$ cat src/rtl/alu_ctrl_mdu_if.sv
// Bus between the main controller and alu_ctrl_mdu: decode request in,
// ALU control word and MDU status/results out.
interface alu_ctrl_mdu_if #(
  parameter int WIDTH = 32
);
  logic             dec_en;
  logic [2:0]       aluop;
  logic [5:0]       funct;
  logic [WIDTH-1:0] srca;
  logic [WIDTH-1:0] srcb;
  logic [3:0]       alucontrol;
  logic             illegal;
  logic             stall;
  logic             busy;
  logic             done;
  logic [WIDTH-1:0] hi;
  logic [WIDTH-1:0] lo;
  logic             divzero;

  modport master (
    output dec_en, aluop, funct, srca, srcb,
    input  alucontrol, illegal, stall, busy, done, hi, lo, divzero
  );

  modport slave (
    input  dec_en, aluop, funct, srca, srcb,
    output alucontrol, illegal, stall, busy, done, hi, lo, divzero
  );
endinterface

$ cat src/rtl/alu_ctrl_mdu.sv
// ALU control decoder with registered control word and an optional iterative
// multiply/divide unit with HI/LO; the MDU is built only when ALU_MDU_EN is defined.
module alu_ctrl_mdu #(
  parameter int         WIDTH        = 32,
  parameter logic [3:0] ILLEGAL_CTRL = 4'b0010
) (
  input logic         clk,
  input logic         rst_n,
  alu_ctrl_mdu_if.slave bus
);
  localparam logic [3:0] C_AND = 4'b0000, C_OR  = 4'b0001, C_ADD = 4'b0010, C_XOR = 4'b0011,
                         C_NOR = 4'b0100, C_SUB = 4'b0110, C_SLT = 4'b0111, C_SLL = 4'b1000,
                         C_SRL = 4'b1001, C_SRA = 4'b1010, C_SLTU = 4'b1011;
`ifdef ALU_MDU_EN
  localparam logic MDU_ON = 1'b1;
`else
  localparam logic MDU_ON = 1'b0;
`endif

  logic [3:0] dec_ctrl;
  logic       dec_ill;
  logic [3:0] alucontrol_q, alucontrol_d;
  logic       illegal_q, illegal_d;

  always_comb begin
    dec_ctrl = ILLEGAL_CTRL;
    dec_ill  = 1'b0;
    case (bus.aluop)
      3'b000:  dec_ctrl = C_ADD;
      3'b001:  dec_ctrl = C_SUB;
      3'b011:  dec_ctrl = C_OR;
      3'b100:  dec_ctrl = C_AND;
      3'b101:  dec_ctrl = C_SLT;
      3'b110:  dec_ctrl = C_XOR;
      3'b111:  dec_ctrl = C_SLTU;
      default: begin
        case (bus.funct)
          6'b100000, 6'b100001: dec_ctrl = C_ADD;
          6'b100010, 6'b100011: dec_ctrl = C_SUB;
          6'b100100: dec_ctrl = C_AND;
          6'b100101: dec_ctrl = C_OR;
          6'b100110: dec_ctrl = C_XOR;
          6'b100111: dec_ctrl = C_NOR;
          6'b101010: dec_ctrl = C_SLT;
          6'b101011: dec_ctrl = C_SLTU;
          6'b000000: dec_ctrl = C_SLL;
          6'b000010: dec_ctrl = C_SRL;
          6'b000011: dec_ctrl = C_SRA;
          // HI/LO traffic is legal only when the MDU exists
          6'b011000, 6'b011001, 6'b011010, 6'b011011,
          6'b010000, 6'b010001, 6'b010010, 6'b010011: dec_ill = ~MDU_ON;
          default:   dec_ill = 1'b1;
        endcase
      end
    endcase
  end

  always_comb begin
    alucontrol_d = alucontrol_q;
    illegal_d    = illegal_q;
    if (bus.dec_en) begin
      alucontrol_d = dec_ctrl;
      illegal_d    = dec_ill;
    end
  end

  always_ff @(posedge clk or negedge rst_n) begin
    if (!rst_n) begin
      alucontrol_q <= 4'b0000;
      illegal_q    <= 1'b0;
    end else begin
      alucontrol_q <= alucontrol_d;
      illegal_q    <= illegal_d;
    end
  end

  assign bus.alucontrol = alucontrol_q;
  assign bus.illegal    = illegal_q;

`ifdef ALU_MDU_EN
  localparam int CW = $clog2(WIDTH + 1);

  logic             busy_q, busy_d, done_q, done_d, divzero_q, divzero_d;
  logic             is_div_q, is_div_d, zero_q, zero_d, neg_q_q, neg_q_d, neg_r_q, neg_r_d;
  logic [CW-1:0]    cnt_q, cnt_d;
  logic [WIDTH-1:0] acc_q, acc_d, mq_q, mq_d, m_q, m_d, hi_q, hi_d, lo_q, lo_d;

  logic             rtype, is_mdu, is_mthi, is_mtlo, accept, sgn, sa, sb;
  logic [WIDTH-1:0] abs_a, abs_b, acc_m, mq_m, acc_v, mq_v;
  logic [WIDTH:0]   sum, r_sh, diff;
  logic [2*WIDTH-1:0] prod;

  assign rtype   = bus.dec_en && (bus.aluop == 3'b010);
  assign is_mdu  = rtype && (bus.funct[5:2] == 4'b0110);
  assign is_mthi = rtype && (bus.funct == 6'b010001);
  assign is_mtlo = rtype && (bus.funct == 6'b010011);
  assign accept  = is_mdu && !busy_q;
  assign sgn     = ~bus.funct[0];
  assign sa      = sgn & bus.srca[WIDTH-1];
  assign sb      = sgn & bus.srcb[WIDTH-1];
  assign abs_a   = sa ? -bus.srca : bus.srca;
  assign abs_b   = sb ? -bus.srcb : bus.srcb;

  // Shift-add multiply step on {acc, mq}; restoring divide step with mq as quotient.
  always_comb begin
    sum   = {1'b0, acc_q} + (mq_q[0] ? {1'b0, m_q} : '0);
    acc_m = sum[WIDTH:1];
    mq_m  = {sum[0], mq_q[WIDTH-1:1]};
    r_sh  = {acc_q, mq_q[WIDTH-1]};
    diff  = r_sh - {1'b0, m_q};
    if (!diff[WIDTH]) begin
      acc_v = diff[WIDTH-1:0];
      mq_v  = {mq_q[WIDTH-2:0], 1'b1};
    end else begin
      acc_v = r_sh[WIDTH-1:0];
      mq_v  = {mq_q[WIDTH-2:0], 1'b0};
    end
    prod = neg_q_q ? -{acc_m, mq_m} : {acc_m, mq_m};
  end

  always_comb begin
    busy_d = busy_q; done_d = 1'b0; divzero_d = divzero_q; cnt_d = cnt_q;
    is_div_d = is_div_q; zero_d = zero_q; neg_q_d = neg_q_q; neg_r_d = neg_r_q;
    acc_d = acc_q; mq_d = mq_q; m_d = m_q; hi_d = hi_q; lo_d = lo_q;
    if (busy_q) begin
      cnt_d = cnt_q - 1'b1;
      acc_d = is_div_q ? acc_v : acc_m;
      mq_d  = is_div_q ? mq_v  : mq_m;
      if (cnt_q == CW'(1)) begin
        busy_d = 1'b0;
        done_d = 1'b1;
        if (zero_q) begin
          hi_d = mq_q;
          lo_d = '1;
        end else if (is_div_q) begin
          lo_d = neg_q_q ? -mq_v  : mq_v;
          hi_d = neg_r_q ? -acc_v : acc_v;
        end else begin
          {hi_d, lo_d} = prod;
        end
      end
    end
    if (accept) begin
      busy_d    = 1'b1;
      is_div_d  = bus.funct[1];
      zero_d    = bus.funct[1] && (bus.srcb == '0);
      divzero_d = zero_d;
      neg_q_d   = sa ^ sb;
      neg_r_d   = sa;
      acc_d     = '0;
      mq_d      = zero_d ? bus.srca : abs_a;
      m_d       = abs_b;
      cnt_d     = zero_d ? CW'(1) : CW'(WIDTH);
    end else if (!busy_q) begin
      if (is_mthi) hi_d = bus.srca;
      if (is_mtlo) lo_d = bus.srca;
    end
  end

  always_ff @(posedge clk or negedge rst_n) begin
    if (!rst_n) begin
      busy_q <= 1'b0; done_q <= 1'b0; divzero_q <= 1'b0; cnt_q <= '0;
      is_div_q <= 1'b0; zero_q <= 1'b0; neg_q_q <= 1'b0; neg_r_q <= 1'b0;
      acc_q <= '0; mq_q <= '0; m_q <= '0; hi_q <= '0; lo_q <= '0;
    end else begin
      busy_q <= busy_d; done_q <= done_d; divzero_q <= divzero_d; cnt_q <= cnt_d;
      is_div_q <= is_div_d; zero_q <= zero_d; neg_q_q <= neg_q_d; neg_r_q <= neg_r_d;
      acc_q <= acc_d; mq_q <= mq_d; m_q <= m_d; hi_q <= hi_d; lo_q <= lo_d;
    end
  end

  assign bus.stall   = (is_mdu || is_mthi || is_mtlo) && busy_q;
  assign bus.busy    = busy_q;
  assign bus.done    = done_q;
  assign bus.hi      = hi_q;
  assign bus.lo      = lo_q;
  assign bus.divzero = divzero_q;
`else
  logic unused_operands;
  assign unused_operands = ^{bus.srca, bus.srcb};

  assign bus.stall   = 1'b0;
  assign bus.busy    = 1'b0;
  assign bus.done    = 1'b0;
  assign bus.hi      = '0;
  assign bus.lo      = '0;
  assign bus.divzero = 1'b0;
`endif
endmodule
$ cat src/flat_wrapper.sv
// flat-port wrapper written by rule: the top's interface ports become plain ports
module alu_ctrl_mdu_flat 
#(
  parameter int         WIDTH        = 32,
  parameter logic [3:0] ILLEGAL_CTRL = 4'b0010
)
  (clk, rst_n, bus_dec_en, bus_aluop, bus_funct, bus_srca, bus_srcb, bus_alucontrol, bus_illegal, bus_stall, bus_busy, bus_done, bus_hi, bus_lo, bus_divzero);
  alu_ctrl_mdu_if #(.WIDTH(WIDTH)) bus_i ();
  input logic clk;
  input logic rst_n;
  input wire logic [$bits(bus_i.dec_en)-1:0] bus_dec_en;
  input wire logic [$bits(bus_i.aluop)-1:0] bus_aluop;
  input wire logic [$bits(bus_i.funct)-1:0] bus_funct;
  input wire logic [$bits(bus_i.srca)-1:0] bus_srca;
  input wire logic [$bits(bus_i.srcb)-1:0] bus_srcb;
  output wire logic [$bits(bus_i.alucontrol)-1:0] bus_alucontrol;
  output wire logic [$bits(bus_i.illegal)-1:0] bus_illegal;
  output wire logic [$bits(bus_i.stall)-1:0] bus_stall;
  output wire logic [$bits(bus_i.busy)-1:0] bus_busy;
  output wire logic [$bits(bus_i.done)-1:0] bus_done;
  output wire logic [$bits(bus_i.hi)-1:0] bus_hi;
  output wire logic [$bits(bus_i.lo)-1:0] bus_lo;
  output wire logic [$bits(bus_i.divzero)-1:0] bus_divzero;
  assign bus_i.dec_en = bus_dec_en;
  assign bus_i.aluop = bus_aluop;
  assign bus_i.funct = bus_funct;
  assign bus_i.srca = bus_srca;
  assign bus_i.srcb = bus_srcb;
  assign bus_alucontrol = bus_i.alucontrol;
  assign bus_illegal = bus_i.illegal;
  assign bus_stall = bus_i.stall;
  assign bus_busy = bus_i.busy;
  assign bus_done = bus_i.done;
  assign bus_hi = bus_i.hi;
  assign bus_lo = bus_i.lo;
  assign bus_divzero = bus_i.divzero;
  alu_ctrl_mdu #(.WIDTH(WIDTH), .ILLEGAL_CTRL(ILLEGAL_CTRL)) u_core (.clk(clk), .rst_n(rst_n), .bus(bus_i));
endmodule
$ cat config.mk
export PLATFORM = sky130hd
export DESIGN_NAME = alu_ctrl_mdu_flat
export DESIGN_NICKNAME = d
export VERILOG_FILES = /design/src/rtl/alu_ctrl_mdu_if.sv /design/src/rtl/alu_ctrl_mdu.sv /design/src/flat_wrapper.sv
export SDC_FILE = /design/constraint.sdc
export NUM_CORES = 1
export LEC_CHECK = 0
export BUFFER_PORTS_ARGS = -buffer_cell sky130_fd_sc_hd__buf_2
export CORE_AREA = 2 2 58 60
export CTS_CLUSTER_SIZE = 12
export DETAILED_ROUTE_END_ITERATION = 6
export DIE_AREA = 0 0 60 62
export PLACE_DENSITY = 0.85
export RECOVER_POWER = 100
export SLEW_MARGIN = 5
export SYNTH_ARGS = -nofsm -noshare
export SYNTH_HDL_FRONTEND = slang
export SYNTH_SLANG_ARGS = --single-unit
export TNS_END_PERCENT = 50
$ cat constraint.sdc
create_clock -name clk -period 2 [get_ports clk]
set_input_delay 0.2 -clock clk [delete_from_list [all_inputs] [get_ports clk]]
set_output_delay 0.2 -clock clk [all_outputs]
set_load 0.02 [all_outputs]
Word-level counts from Yosys, hierarchy flattened
Cells that the tools add are included. Widths: inputs -> output; s select.

Bits in registers: 5. Bits of input ports: 76. Output and inout port bits: 73.

Equality and inequality tests: 18. Multiplexer cells: 4. Reduce and logical (&&, ||, !) cells: 5.

Operator list (count): $eq 6x6->1 const B (10); $pmux 4 s10 (1); $pmux 4 s7 (1); $reduce_or 13->1 (1); $eq 3x3->1 const B (4); $eq 6x2->1 const B (2); $reduce_or 7->1 (1); $logic_not 6->1 (1); $eq 3x1->1 const B (1); $eq 3x2->1 const B (1); $logic_not 3->1 (1); $mux 1 (2); $reduce_or 2->1 (1).

Depth between registers and ports, before layout
Depth in word-level cells: 4. Mapped depth: 5. Depth with buffers taken out: 4.

Worst setup path after synthesis
OpenSTA, ideal clock, no wires.

Path kind: input to register. Start point: in bus_funct[0]. End point: reg u_core.illegal_q (netlist: u_core.bus.illegal). Arrival time: 866 ps. Data required time: 1880 ps. Setup slack: 1013 ps. Stages on the path: 5. Buffers on the path: 1. Cells stage by stage: buf_6 > nor2b_1 > o31ai_1 > nand3_1 > o211a_1.

Word-level cells in the longest chain between the ends: 4. Elaborated cells between the ends (all ways): 16. Those cells by class: eq/ne: 12; mux: 2; reduce/logical: 2.

Ends and longest elaborated chain: from (decl) (RTL line flat_wrapper.sv:13) `input wire logic [$bits(bus_i.funct)-1:0] bus_funct;`; $eq 6x6->1 (tied with other cells) (RTL line alu_ctrl_mdu.sv:37) `case (bus.funct)`; $reduce_or 13->1 (no source line) (*); $mux 1 (*) (RTL line alu_ctrl_mdu.sv:37); $mux 1 (*) (RTL line alu_ctrl_mdu.sv:28) `case (bus.aluop)`; to (signal assigned) (RTL line alu_ctrl_mdu.sv:73) `illegal_q <= illegal_d;`; to (decl) (RTL line alu_ctrl_mdu.sv:23) `logic illegal_q, illegal_d;`.

Mark *: on every way between the ends. The rest lies on a longest branch, timed or not. A chain may end at the register's enable or synchronous reset.

Worst setup path in the final report
Start point: reg u_core.alucontrol_q[0] (netlist: u_core.bus.alucontrol[0]). End point: out bus_alucontrol[0].

RTL lines: from (decl) (RTL line alu_ctrl_mdu.sv:22) `logic [3:0] alucontrol_q, alucontrol_d;`; from (signal assigned) (RTL line alu_ctrl_mdu.sv:72) `alucontrol_q <= alucontrol_d;`; to (decl) (RTL line flat_wrapper.sv:16) `output wire logic [$bits(bus_i.alucontrol)-1:0] bus_alucontrol;`.

No word-level cell between the ends.

==> metrics.md <==
| Metric | Value |
|---|---|
| R2R Path End | u_core.bus.alucontrol[0] |
| Worst clock skew | 0 ps |
| CP max FO | 2 |
| First-pass GRT wire length | about 1800 microns |
| Cts repair resizes | 0 |
| Max Cap Viol | 0 |
| Vias/cell | 3.26 |
| Psw | just over 0.2 mW |
| RD Place Congestion | roughly 0.86 |
| Post-CTS setup buffers | 0 |
| Seq cells post-synth | 5 |
| Post-DP HPWL | ~1100 microns |
| Max Fclk | approximately 980 MHz |
| Clock Sinks | 5 |
| Tcrit/Tclk final | approximately 50% |
| Slowest stage cell, crit path | dfrtp_1 |
| Nets | 213 |
| Syn avg cell area | 7.73 sq um |
| Clock root cell | clkbuf_4 |
| Max-slew violation count | 0 |
| Clock Path Buffers | 2 |
| Largest net degree at the start of global routing | 13 |
| ANT cells | 0 |
| Clk pwr share | a little over a quarter |
| Die Width | 60 microns |
| GR Layer Usage met3 | 1.04% |
| Peak supply drop | slightly above 0.0001 V |
| Crit. End Element | output port |
| CTS buffer count | 3 |
| Final Worst Setup Slack | a little under 1000 ps |
| Crit-path leading delay family | flip-flops |
| Most frequent cells in the layout | 68 x conb_1, 9 x buf_2, 8 x clkbuf_1 |
| R2r setup slk | 1240 ps |
| Cell Area, Synth | approximately 920 sq um |
| Worst min-delay path class | input pin to flip-flop |
| GR Layer Usage met1 | between 7 and 8% |
| Number of flops mapped to enable cells by yosys | 0 |
| Initial antenna violation count | 0 |
| Die Footprint | 3720 sq um |
| Wire length per cell | 7.07 microns |
| Synthesis warning total | 0 |
| Library cells used by synthesis | 30 |
| Final wirelength | approximately 1300 microns |
| Post-synth ARST share | 100% |
| Sequential fraction of design power | roughly 28% |
| Outcome | completed |
| CTS tree | built |
| Reg-to-Reg Start | u_core.bus.alucontrol[0] |
| Clock-pin slew on the worst setup and hold paths | 40 ps |
| DR DRC count | 0 |
| H-tree levels | 1 |
| Crit path launch type | flip-flop |
| Sequential share of the synthesized area | a little over an eighth |
| Mapped Cells | roughly 120 |
| Pwr Density | between 500 and 600 nW/um^2 |
| Worst slack at placement | between 700 and 800 ps |
| Most common cell after layout, fill and taps aside | conb_1 |
| Worst hold start | bus_aluop[1] |
| Worst reg2reg path depth | 2 |
| WS Path Type | flip-flop to output port |
| Total GRT Usage | 5.97% |
| Drt first pass iters | 3 |
| Critical Path RT | 1800 ps |
| Antenna Nets Post-Route | 0 |
| Logic pwr share | 46.1% |
| Endpoints failing setup | 0 |
| PortBufs | 16 |
| DRT iter0 DRCs | 8 |
| Leak | about 0.43 nW |
| Tmin final | between 1000 and 1500 ps |
| Worst Hold End | u_core.bus.alucontrol[3] |
| Int Pwr | ~0.22 mW |
| WP data arrival | just over 800 ps |
| Global route overflow | 0 |
| Clock Latency Late Sink | 230 ps |
| Hold path cells | 3 |
| Chip Height | 62 microns |
| Net Sw Frac | about half |
| Final hold vios | 0 |
| CORE AREA | ~3200 sq um |
| GRT busiest layer | met2 |
| Fillers | 376 |
| Hold slack | 248 ps |
| Post-route setup TNS | 0 ps |
| Routed vias | between 500 and 600 |
| Buffers and inverters on the worst path | 1 |
| Met2 Track Usage GR | 10.6% |
| Crit-path cells | clkbuf_1 |
| RSZ-0062 raised after global routing | false |
| Share of cells above drive strength 1 | about a tenth |
| Initial core utilization | 28.9% |
| Main flop type after synthesis | dfrtp_1 |
| Synth-to-Final Area Change | -13.5% |
| Cell row count | 21 |
| Largest stage delay on the critical path | approximately 360 ps |
| I/O pins | 149 |
| Vias in the first global route | 422 |
## cell usage after synthesis (2+ instances only)
| cell type | number | share of area (%) |
|---|---|---|
| buf_4 | 69 | 56 |
| a31oi_1 | 3 | 2.0 |
| nand3_1 | 3 | 1.6 |
| o21ai_0 | 2 | 1.1 |
| nor2_1 | 4 | 1.6 |
| inv_1 | 3 | 1.2 |
| dfrtp_1 | 5 | 14 |
| nor3_1 | 2 | 1.1 |
| o22ai_1 | 3 | 2.0 |
| nand2_1 | 4 | 1.6 |
| nand2b_1 | 2 | 1.4 |
## cell families after synthesis
kind of cell / after synthesis / synth area share, %
flip-flops: 5 / 13.6
AND/OR/NAND/NOR: 23 / 14.4
AO/OA/AOI/OAI: 14 / 10.2
multiplexers: 1 / 1.09
XOR/XNOR: 1 / 0.953
other: 1 / 0.408
buffers and inverters: 74 / 59.3
## cell type report
type,instances,area [sq um],area share [%]
Clock buffer,4,26.3,3.30
Inverter,3,11.3,1.42
Multi-Input combinational cell,107,494,62.1
Sequential cell,5,125,15.7
Tap cell,46,57.6,7.23
Timing Repair Buffer,17,81.3,10.2
## metal layers
| metal | up-vias | wire (microns) |
|---|---|---|
| met3 | 2 | 137 |
| met4 | 0 | 16 |
| met2 | 45 | 638 |
| li1 | 287 | - |
| met1 | 259 | 494 |
| met5 | - | 0 |
## what timing repair did
item,CTS,global route
hold buffers,1,0
endpoints found under the setup margin,0,0
hold endpoints to repair,5,0
## state kept, by name, indices dropped and copies added (netlist names)
register and count:
u_core.bus.alucontrol 4, u_core.bus.illegal 1
## metrics by stage
stage | utilization [%] | total power [mW] | area (sq um) | std cells
floorplan | - | 0.383 | 1170 | 186
global route | 25.0 | 0.460 | 796 | 182
finish | 25.0 | 0.425 | 796 | 182
detailed placement | 24.4 | 0.315 | 774 | 177
CTS | 25.5 | 0.432 | 811 | 182
global placement | 24.4 | 0.311 | 774 | 177
## worst max-delay path by stage
stage | start | end | cells past startpoint
global placement | bus_funct[4] | u_core.bus.illegal | 5
detailed placement | bus_funct[4] | u_core.bus.illegal | 5
CTS | u_core.bus.alucontrol[0] | bus_alucontrol[0] | 1
global route | bus_funct[0] | u_core.bus.alucontrol[1] | 5
floorplan | bus_funct[0] | u_core.bus.illegal | 5
finish | u_core.bus.alucontrol[0] | bus_alucontrol[0] | 1
## power groups by stage
stage | sequential (mW) | clock, mW | combinational (mW)
global placement | 0.118 | 0 | 0.193
floorplan | 0.130 | 0 | 0.253
global route | 0.118 | 0.126 | 0.217
finish | 0.117 | 0.112 | 0.196
detailed placement | 0.118 | 0 | 0.197
CTS | 0.117 | 0.117 | 0.198
(Power assumes the default switching activity.)
